[config.mk]
export PLATFORM = sky130hd
export DESIGN_NAME = key_event_arbiter
export DESIGN_NICKNAME = d
export VERILOG_FILES = /design/src/rtl/key_evt_pkg.sv /design/src/rtl/key_evt_fifo.sv /design/src/rtl/key_event_arbiter.sv
export SDC_FILE = /design/constraint.sdc
export NUM_CORES = 1
export LEC_CHECK = 0
export ABC_AREA = 1
export CAP_MARGIN = 20
export CORE_MARGIN = 1.5
export CORE_UTILIZATION = 54
export CTS_CLUSTER_SIZE = 14
export DETAILED_ROUTE_END_ITERATION = 7
export MAX_ROUTING_LAYER = met4
export PLACE_DENSITY = 0.77
export SLEW_MARGIN = 0
export SYNTH_ARGS = -nofsm -noshare
export SYNTH_HDL_FRONTEND = slang
export SYNTH_HIERARCHICAL = 1
export SYNTH_SLANG_ARGS = --single-unit
[constraint.sdc]
create_clock -name clk -period 3.1 [get_ports clk]
set_clock_uncertainty 0.15 [all_clocks]
set_input_delay 0.62 -clock clk [delete_from_list [all_inputs] [get_ports clk]]
set_output_delay 0.62 -clock clk [all_outputs]
set_load 0.005 [all_outputs]
[src/rtl/key_evt_pkg.sv]
// Shared constants and the key-index-to-event-code mapping for the key event arbiter.
package key_evt_pkg;
   localparam logic [3:0] KEY_PREFIX    = 4'hA;
   localparam int         DEFAULT_NKEY  = 4;
   localparam int         DEFAULT_DEPTH = 4;

   function automatic logic [7:0] key_code(input logic [2:0] idx);
      return {KEY_PREFIX, 1'b0, idx};
   endfunction
endpackage

[src/rtl/key_evt_fifo.sv]
// First-word-fall-through event FIFO, 8 bits wide; pop_data shows the oldest entry while valid.
module key_evt_fifo
   import key_evt_pkg::*;
#(
   parameter int DEPTH = DEFAULT_DEPTH
) (
   input  logic       clk,
   input  logic       rst_n,
   input  logic       push,
   input  logic [7:0] push_data,
   input  logic       pop,
   output logic [7:0] pop_data,
   output logic       valid,
   output logic       full,
   output logic [4:0] count
);
   localparam int AW = (DEPTH > 1) ? $clog2(DEPTH) : 1;

   logic [7:0]    mem_q [DEPTH];
   logic [7:0]    mem_d [DEPTH];
   logic [AW-1:0] wr_ptr_q, wr_ptr_d;
   logic [AW-1:0] rd_ptr_q, rd_ptr_d;
   logic [4:0]    count_q, count_d;
   logic          do_push, do_pop;

   // Push is gated on the current count only, so a same-cycle pop never opens room in a full FIFO.
   always_comb begin
      mem_d    = mem_q;
      wr_ptr_d = wr_ptr_q;
      rd_ptr_d = rd_ptr_q;
      count_d  = count_q;
      do_push  = push && (count_q < 5'(DEPTH));
      do_pop   = pop && (count_q != 5'd0);
      if (do_push) begin
         mem_d[wr_ptr_q] = push_data;
         wr_ptr_d        = wr_ptr_q + AW'(1);
      end
      if (do_pop) begin
         rd_ptr_d = rd_ptr_q + AW'(1);
      end
      if (do_push && !do_pop) begin
         count_d = count_q + 5'd1;
      end else if (!do_push && do_pop) begin
         count_d = count_q - 5'd1;
      end
   end

   always_ff @(posedge clk or negedge rst_n) begin
      if (!rst_n) begin
         for (int i = 0; i < DEPTH; i++) mem_q[i] <= 8'h00;
         wr_ptr_q <= '0;
         rd_ptr_q <= '0;
         count_q  <= 5'd0;
      end else begin
         mem_q    <= mem_d;
         wr_ptr_q <= wr_ptr_d;
         rd_ptr_q <= rd_ptr_d;
         count_q  <= count_d;
      end
   end

   assign valid    = (count_q != 5'd0);
   assign full     = (count_q == 5'(DEPTH));
   assign count    = count_q;
   assign pop_data = valid ? mem_q[rd_ptr_q] : 8'h00;
endmodule

[src/rtl/key_event_arbiter.sv]
// Latches key press pulses as pending bits and queues one round-robin grant per cycle into an event FIFO.
// Optional overflow flag and drop counter are compiled in with KEY_EVT_OVERFLOW_EN.
module key_event_arbiter
   import key_evt_pkg::*;
#(
   parameter int NKEY  = DEFAULT_NKEY,
   parameter int DEPTH = DEFAULT_DEPTH
) (
   input  logic            clk,
   input  logic            rst_n,
   input  logic [NKEY-1:0] key_flag,
   output logic            evt_valid,
   input  logic            evt_ready,
   output logic [7:0]      evt_code,
`ifdef KEY_EVT_OVERFLOW_EN
   output logic [4:0]      evt_count,
   output logic            ovf,
   output logic [7:0]      drop_cnt
`else
   output logic [4:0]      evt_count
`endif
);
   logic [NKEY-1:0] pending_q, pending_d;
   logic [2:0]      rr_q, rr_d;
   logic [7:0]      pend8;
   logic [3:0]      scan;
   logic [2:0]      gnt_idx;
   logic            gnt_valid;
   logic [NKEY-1:0] gnt_vec;
   logic            fifo_full;

   always_comb begin
      pend8     = 8'(pending_q);
      gnt_valid = 1'b0;
      gnt_idx   = 3'd0;
      gnt_vec   = '0;
      scan      = 4'd0;
      rr_d      = rr_q;
      if (!fifo_full) begin
         for (int k = 0; k < NKEY; k++) begin
            scan = 4'(rr_q) + 4'(k);
            if (scan >= 4'(NKEY)) scan = scan - 4'(NKEY);
            if (!gnt_valid && pend8[scan[2:0]]) begin
               gnt_valid = 1'b1;
               gnt_idx   = scan[2:0];
            end
         end
      end
      if (gnt_valid) begin
         gnt_vec = NKEY'(1) << gnt_idx;
         rr_d    = (gnt_idx == 3'(NKEY - 1)) ? 3'd0 : gnt_idx + 3'd1;
      end
      // A fresh pulse on the granted key re-arms its pending bit for a new event.
      pending_d = (pending_q & ~gnt_vec) | key_flag;
   end

   always_ff @(posedge clk or negedge rst_n) begin
      if (!rst_n) begin
         pending_q <= '0;
         rr_q      <= 3'd0;
      end else begin
         pending_q <= pending_d;
         rr_q      <= rr_d;
      end
   end

   key_evt_fifo #(.DEPTH(DEPTH)) u_fifo (
      .clk       (clk),
      .rst_n     (rst_n),
      .push      (gnt_valid),
      .push_data (key_code(gnt_idx)),
      .pop       (evt_ready),
      .pop_data  (evt_code),
      .valid     (evt_valid),
      .full      (fifo_full),
      .count     (evt_count)
   );

`ifdef KEY_EVT_OVERFLOW_EN
   logic [NKEY-1:0] lost;
   logic [3:0]      lost_n;
   logic [8:0]      drop_sum;
   logic            ovf_q, ovf_d;
   logic [7:0]      drop_cnt_q, drop_cnt_d;

   // A pulse that lands on an already-pending, ungranted key is coalesced and counted as lost.
   always_comb begin
      lost   = key_flag & pending_q & ~gnt_vec;
      lost_n = 4'd0;
      for (int i = 0; i < NKEY; i++) lost_n = lost_n + 4'(lost[i]);
      drop_sum   = 9'(drop_cnt_q) + 9'(lost_n);
      drop_cnt_d = (drop_sum > 9'd255) ? 8'hFF : drop_sum[7:0];
      ovf_d      = ovf_q | (|lost);
   end

   always_ff @(posedge clk or negedge rst_n) begin
      if (!rst_n) begin
         ovf_q      <= 1'b0;
         drop_cnt_q <= 8'h00;
      end else begin
         ovf_q      <= ovf_d;
         drop_cnt_q <= drop_cnt_d;
      end
   end

   assign ovf      = ovf_q;
   assign drop_cnt = drop_cnt_q;
`endif
endmodule

==> results of run 1 <==
==> cell usage after synthesis (5+ instances only) <==
library cell,instances
nand2_1,115
a21oi_1,8
ha_1,14
nand2_2,9
nand3_2,6
inv_1,39
o211ai_1,16
o21ai_0,26
dfrtp_1,48
nor2_1,8
o21ai_1,11
inv_2,5
nand3_1,12
nor2_4,8
==> kinds of logic after synthesis <==
logic type                 count (synthesis)  share of synthesized area
other                                      2                    0.00253
buffers and inverters                     57                     0.0892
and+or+nand+nor                          177                      0.311
DFF                                       48                      0.404
adders and majority gates                 15                     0.0657
xor gates and xnor gates                   3                    0.00884
AOI/OAI and AO/OA                         62                      0.119
==> cell usage in the layout, fill, tap and decap left out, drive strengths merged <==
cell	count
a21oi	9
buf	9
clkbuf	6
clkdlybuf4s50	19
clkinv	1
conb	24
dfrtp	48
fa	1
ha	14
inv	48
nand2	128
nand3	21
nand3b	1
nand4	5
nor2	19
nor4	1
o211ai	16
o21ai	37
or2	2
xnor2	2
xor2	1
==> layout make-up <==
type                    instances  area share
multi-input cells             281       0.466
flip-flops and latches         48       0.350
repair buffers                 28      0.0742
inverters                      47      0.0564
well taps                      70      0.0255
clock buffers                   6      0.0240
clock inverters                 2     0.00400
==> layer usage <==
layer | global-route usage | share of wire | up-vias
li1 | - | - | 1234
met1 | 0.299 | 0.50 | 1047
met2 | 0.338 | 0.46 | 31
met3 | 0.0369 | 0.031 | 5
met4 | 0.0673 | 0.0087 | 0
met5 | - | 0 | -
==> flip-flops by register name, indices dropped and copies added, names as in the netlist <==
| name | count |
|---|---|
| pending_q | 4 |
| u_fifo/count | 5 |
| u_fifo/mem_q | 32 |
| u_fifo/rd_ptr_q | 2 |
| rr_q | 3 |
| u_fifo/wr_ptr_q | 2 |
==> report_power, final <==
| group | leakage, nW | internal [mW] | switching (mW) |
|---|---|---|---|
| Sequential | 0.573 | 0.938 | 0.273 |
| Combinational | 1.09 | 1.10 | 1.55 |
| Clock | 0.0516 | 0.183 | 0.214 |
==> per-stage QoR <==
step            util  std cells  power [mW]
4_1_cts        0.660        482        4.26
6_report       0.661        482        4.26
2_1_floorplan      -        386        3.07
3_3_place_gp   0.642        474        3.76
3_5_place_dp   0.642        474        3.83
5_1_grt        0.661        482        4.65
==> how the worst max path moves through the flow <==
| stage | startpoint | slack [ns] | end |
|---|---|---|---|
| final | rr_q[1] | 0.17 | u_fifo/count[4] |
| after global routing | rr_q[1] | 0.03 | u_fifo/count[3] |
| after CTS | u_fifo/rd_ptr_q[0] | 0.13 | evt_code[3] |
| after detailed placement | rr_q[0] | 0.16 | u_fifo/count[4] |
| after global placement | rr_q[0] | 0.24 | u_fifo/count[3] |
| after floorplan | rr_q[1] | 0.07 | u_fifo/count[3] |
==> run summary, run 1 <==
The flow ran to the end, and the final reports show no timing, DRC or antenna violations. The number of library cell types mapped by synthesis is 34. The standard cell with the maximum stage delay on the critical path is dfrtp_2. During I/O placement, the number of pins put on the boundary was 21. The critical path contains buffers and inverters numbering 4 combined. The number of logic stages on the critical path including buffering came out at 18.

In this run the critical register-to-register path is launched from rr_q[1]. In this run the static leakage power is 1.71 nW. For the later-pin clock latency in the skew report, the log shows 0.30 ns. The fraction of registers with async set or reset after synthesis is 1.00. The count of nets left with antenna violations after detail routing came out at 0.

For the setup TNS after final layout, the log shows 0 ns. VDD sags by at most 0.000669 V. The total routing resource utilization after global routing was 0.220; the number of buffers created by CTS was 5. Summing all placed instances gives a cell area of 3340 µm². Cell type contributing the most total cell area after synthesis: dfrtp_1. The area share of the largest cell type after synthesis works out to 0.404.

The number of gates resized after CTS was 0. For the initial standard-cell utilization of the core, the log shows 0.571. The final cycle utilization of the critical path came out at 0.944. The maximum frequency from static timing analysis was 0.342 GHz.

Counting every sink on the clock net gives 48. The power per standard cell area was 1240 nW/µm²; the footprint of the flip-flops and latches was 1200 µm². The count of buffers from port buffering is 20, and the final standard cell area without fillers is 3440 µm².

The maximum single-stage delay on the critical path was 0.46 ns. The final hold violation count was 0; the post-synthesis instance area was 2970 µm². The root buffer cell chosen for the clock tree is clkbuf_8.

The dominant register cell in the synthesized netlist is dfrtp_1. The area taken by multi-input logic gates is 1600 µm², and the filler cell count in the final layout is 446. The logs give 0 for the initial antenna violation count and 2252 for the via count of the first global-routing pass. The share of final-layout standard cells stronger than drive strength 1 is 0.165. The peak fanout along the critical path is 5. For the worst max-slew margin expressed relative to the limit, the log shows 0.554. Endpoint kind of the worst setup timing path: a flip-flop. The tightest hold path in the finished design has a slack of 0.235 ns. Family of cells with the greatest summed delay on the critical path: simple AND/OR/NAND/NOR gates.

For the worst setup path, the data arrival time is 2.98 ns. The worst flop-to-flop path endpoint was u_fifo/count[4]. At the pin with the least slew margin, the transition time is 0.663 ns. The largest buffer count on any clock path was 2; the register-to-register path setup slack was 0.17 ns. In this run, synthesis produced a sequential element count of 48.

Entering global routing, the biggest net connects 49 pins. The antenna diode instance count came out at 0. The die height works out to 77.2 µm. Sorting the synthesized cells by area gives the leading types as dfrtp_1 40%, nand2_1 15%, ha_1 5.9%, inv_1 4.9%, o21ai_0 4.4%. The detailed-route DRC error count is 0, and the count of flip-flops with a built-in enable after synthesis is 0. The first TritonRoute pass finished after 4 iterations. The class of the tightest hold or removal check is in -> async.

In the final routed layout, each cell accounts on average for 12.1 µm. TritonCTS built the clock tree. The time the final worst path needs with I/O delays and setup came out at 2.93 ns. For this run, the post-layout net count is 433. The logs give 0 for the setup-violating endpoint count in the final report and 0.174 ns for the final worst slack. The HPWL after detailed placement is 4320 µm. The mean cell area of the mapped netlist was 8.17 µm²; the CTS clock-pin slew for the worst setup and hold paths was 0.09 ns.

The number of cells on the worst reg-to-reg path is 18. After clock tree synthesis, the setup repair step added 0 buffers. The routed design has 5850 µm of wire. The total congestion overflow was 0. The die is 77.2 µm wide. For this run, the number of Yosys warnings is 6. The startpoint type of the worst setup path was a flip-flop.

In the routed layout, each cell is associated on average with a via count of 4.81. The logs give 0 for the count of pins over their slew limit and 0.404 for the sequential-to-total area share from yosys stat. The critical path goes through inv_2 > ha_4 > inv_1 > nand3_2 > nand3_4 > nand3_4 > nor2_4 > nor2_4 > nand3_4 > inv_1 > ha_1 > inv_2 > ha_1 > or2_2 > nand2_1 > nand2_1 > nand3_1 > nand2_1. From synthesis to final layout, the design area changed by 15.7%. The worst setup path is of the reg -> reg kind. The die area came out at 5960 µm².

Number of standard-cell rows in the floorplan: 26. Across the run, the number of max-cap violations was 0. Setup repair after global routing left no endpoint under its margin.

Weighted congestion reported at the end of routability-driven placement: 0.896. The core region is 5200 µm². The number of hold buffers added after CTS was 0.

The logs give 132 for the initial detailed-routing violation count and 2 for the maximum level of the CTS H-tree. The global-route wire length before repair is 10200 µm. OpenSTA, run right after detailed placement, puts the worst setup slack at 0.159 ns. The run gives 2317 as the overall via count from detail_route. Data on the critical path is required at its endpoint by 3.15 ns. After technology mapping, the gate count stands at 364.
No activity file was read; power rests on OpenSTA's default activity.
==> run 2: changes to the inputs <==
--- a/config.mk
+++ b/config.mk
@@ -8,12 +8,11 @@
 export ABC_AREA = 1
 export CAP_MARGIN = 20
 export CORE_MARGIN = 1.5
-export CORE_UTILIZATION = 54
+export CORE_UTILIZATION = 55
 export CTS_CLUSTER_SIZE = 14
 export DETAILED_ROUTE_END_ITERATION = 7
 export MAX_ROUTING_LAYER = met4
-export PLACE_DENSITY = 0.77
-export SLEW_MARGIN = 0
+export PLACE_DENSITY = 0.75
 export SYNTH_ARGS = -nofsm -noshare
 export SYNTH_HDL_FRONTEND = slang
 export SYNTH_HIERARCHICAL = 1
==> constraint.sdc (replaced) <==
create_clock -name clk -period 3.8 [get_ports clk]
set_clock_uncertainty 0.15 [all_clocks]
set_input_delay 0.76 -clock clk [delete_from_list [all_inputs] [get_ports clk]]
set_output_delay 0.76 -clock clk [all_outputs]
set_load 0.005 [all_outputs]
==> run 2 against run 1 <==
  * Clock-buffer cell count stayed put
  * Setup slack gained 0.31 ns
  * Sequential power shrank 17%
  * Sequential cell count unchanged
  * Largest cell class unchanged
  * Highest routed layer unchanged
==> run summary, run 2 (synthesis results as in run 1) <==
The area taken by multi-input logic gates was 1590 µm² (was 1600 µm²); the CTS clock-pin slew for the worst setup and hold paths was 0.09 ns (about the same). The via count of the first global-routing pass was 2255 (was 2252). The class of the most critical setup path was reg -> reg (unchanged). For the final hold violation count, the log shows 0 (unchanged). The number of maximum-capacitance violations is 0 (unchanged). The tools report the number of I/O pins as 21 (unchanged).

The run finished with clean final reports. The count of pins over their slew limit was 0 (unchanged). The peak fanout along the critical path is 9 (was 5). The overall via count from detail_route was 2322 (was 2317); the number of buffers created by CTS was 5 (unchanged). The setup-violating endpoint count in the final report is 0 (unchanged). The setup fix buffers added after clock tree synthesis came out at 0 (unchanged). TritonCTS built the clock tree. The run gives 5860 µm² (was 5960 µm²) as the die area. Later-pin clock latency in the skew report: 0.30 ns (about the same). The final standard cell area without fillers came out at 3390 µm² (was 3440 µm²). The maximum frequency from static timing analysis was 0.302 GHz (was 0.342 GHz); the flip-flop count of the largest register after layout was 32 (unchanged).

The power per standard cell area came out at 994 nW/µm² (was 1240 nW/µm²). The number of cells traversed by the worst register-to-register path was 18 (unchanged); the number of hold buffers added after cts was 0 (unchanged). The number of standard-cell rows in the floorplan was 26 (unchanged); the footprint of the flip-flops and latches was 1200 µm² (about the same).

The time the final worst path needs with I/O delays and setup is 3.32 ns (was 2.93 ns), and the initial detailed-routing violation count is 149 (was 132). The count of buffers from port buffering came out at 20 (unchanged). For the detailed-route DRC error count, the log shows 0 (unchanged). Setup repair after global routing left no endpoint under its margin. The logs give 0.575 (was 0.571) for the initial standard-cell utilization of the core and 0 ns (unchanged) for the setup TNS after final layout.

The final-layout worst hold slack is 0.173 ns (was 0.235 ns), and the static leakage is 1.69 nW (was 1.71 nW). The register with the most flip-flops is u_fifo/mem_q (unchanged). The worst path required time is 3.85 ns (was 3.15 ns). The arrival time reported for the critical path endpoint is 3.36 ns (was 2.98 ns), and the core area is 5170 µm² (was 5200 µm²). The chip width is 76.5 µm (was 77.2 µm). The tools report the length of the first detailed-routing pass in iterations as 4 (unchanged). The number of nets at the end of the flow is 427 (was 433), and the maximum vdd ir drop is 0.000575 V (was 0.000669 V).

For the weighted congestion reported at the end of routability-driven placement, the log shows 0.867 (was 0.896). The filler cell count in the final layout came out at 452 (was 446). The final cycle utilization of the critical path came out at 0.873 (was 0.944). The class of the tightest hold or removal check is in -> async (unchanged). The global-route wire length before repair is 10100 µm (was 10200 µm).

For the largest buffer count on any clock path, the log shows 2 (unchanged). The half-perimeter wire length of the detailed placement result came out at 4320 µm (about the same). The tools report the final worst slack as 0.483 ns (was 0.174 ns). For the number of instances resized during post-cts repair, the log shows 0 (unchanged). Startpoint type of the worst setup path: a flip-flop (unchanged).

The sum of routed wire length over all layers was 5690 µm (was 5850 µm); the worst max-slew margin expressed relative to the limit was 0.370 (was 0.554). The wire length per cell after detailed routing was 12.0 µm (was 12.1 µm). The initial antenna violation count is 0 (unchanged). The maximum number of pins on one net before global-route repair is 49 (unchanged), and the total congestion overflow is 0 (unchanged). The synthesis-to-finish area growth works out to 14.1% (was 15.7%). The pin slew with the least headroom to its limit is 0.945 ns (was 0.663 ns), and the share of final-layout standard cells stronger than drive strength 1 is 0.140 (was 0.165). The leading cell type in the layout, fill and taps excluded is nand2_1 (unchanged).

The die height came out at 76.5 µm (was 77.2 µm). The antenna diode instance count came out at 0 (unchanged). For the instance area at placement, the log shows 3270 µm² (was 3340 µm²). The maximum level of the CTS H-tree was 2 (unchanged). The tools report the endpoint kind of the worst setup timing path as a flip-flop (unchanged). The post-detailed-route via-to-cell ratio came out at 4.88 (was 4.81). Highest-count cells in the layout ignoring fill and taps: 115 x nand2_1, 48 x dfrtp_1, 39 x inv_1 (was 115 x nand2_1, 45 x dfrtp_1, 38 x inv_1).

The tools report the total routing resource utilization after global routing as 0.221 (was 0.220). The count of nets left with antenna violations after detail routing was 0 (unchanged). The placement-stage worst setup slack is 0.496 ns (was 0.159 ns).

The count of clock tree sinks is 48 (unchanged). The clock root buffer master was clkbuf_8 (unchanged).
-- run 2: cell type report --
type,instances,share of cell area
inverters,47,0.0572
clock buffers,6,0.0244
multi-input cells,281,0.469
clock inverters,2,0.00406
flip-flops and latches,48,0.354
well taps,70,0.0258
repair buffers,22,0.0657
-- run 2: power breakdown --
| part | leakage [nW] | switching [mW] | total (mW) | internal [mW] |
|---|---|---|---|---|
| logic | 1.06 | 1.22 | 2.05 | 0.828 |
| clock network | 0.0516 | 0.172 | 0.321 | 0.149 |
| registers | 0.576 | 0.243 | 1.00 | 0.761 |
| total | 1.69 | 1.63 | 3.37 | 1.74 |
-- run 2: worst max-delay path, stage by stage (launching register included) --
cell and delay [ns]:
dfrtp_1 0.60, inv_8 0.08, ha_1 0.38, inv_1 0.13, nand3_2 0.12, nand3_4 0.13, nand3_4 0.10, nor2_4 0.11
nor2_4 0.06, nand3_4 0.11, inv_1 0.06, ha_1 0.20, inv_1 0.14, ha_1 0.27, or2_2 0.31, nand2_1 0.08
nand2_1 0.05, nand3_1 0.07, nand2_1 0.05
-- run 2: worst paths after layout --
kind	from	endpoint	slack [ns]
worst max-delay path	rr_q[0]	u_fifo/count[3]	0.48
worst min-delay path	rst_n	u_fifo/count[2]	0.17
worst max register to register	rr_q[0]	u_fifo/count[3]	0.48
worst min register to register	u_fifo/mem_q[25]	u_fifo/mem_q[25]	0.34
max in group asynchronous	rst_n	u_fifo/mem_q[19]	2.85
min in group clk	u_fifo/mem_q[25]	u_fifo/mem_q[25]	0.34
-- run 2: metrics by stage --
step           power (mW)  std cells   util
6_report             3.37        476  0.656
5_1_grt              3.72        476  0.656
4_1_cts              3.39        475  0.652
3_5_place_dp         3.06        467  0.633
3_3_place_gp         3.00        467  0.633
2_1_floorplan        2.49        386      -
-- run 2: routing by layer --
metal	track usage	wire, µm	vias up
li1	-	-	1220
met3	0.0371	132	6
met4	0.0593	65	0
met5	-	0	-
met1	0.307	2910	1068
met2	0.337	2590	28
==> run 3: changes to the inputs <==
--- a/config.mk
+++ b/config.mk
@@ -6,7 +6,7 @@
 export NUM_CORES = 1
 export LEC_CHECK = 0
 export ABC_AREA = 1
-export CAP_MARGIN = 20
+export CAP_MARGIN = 15
 export CORE_MARGIN = 1.5
 export CORE_UTILIZATION = 55
 export CTS_CLUSTER_SIZE = 14
==> results of run 3 <==
Same layout as run 2: the final DEF is identical, and so are final timing and power.
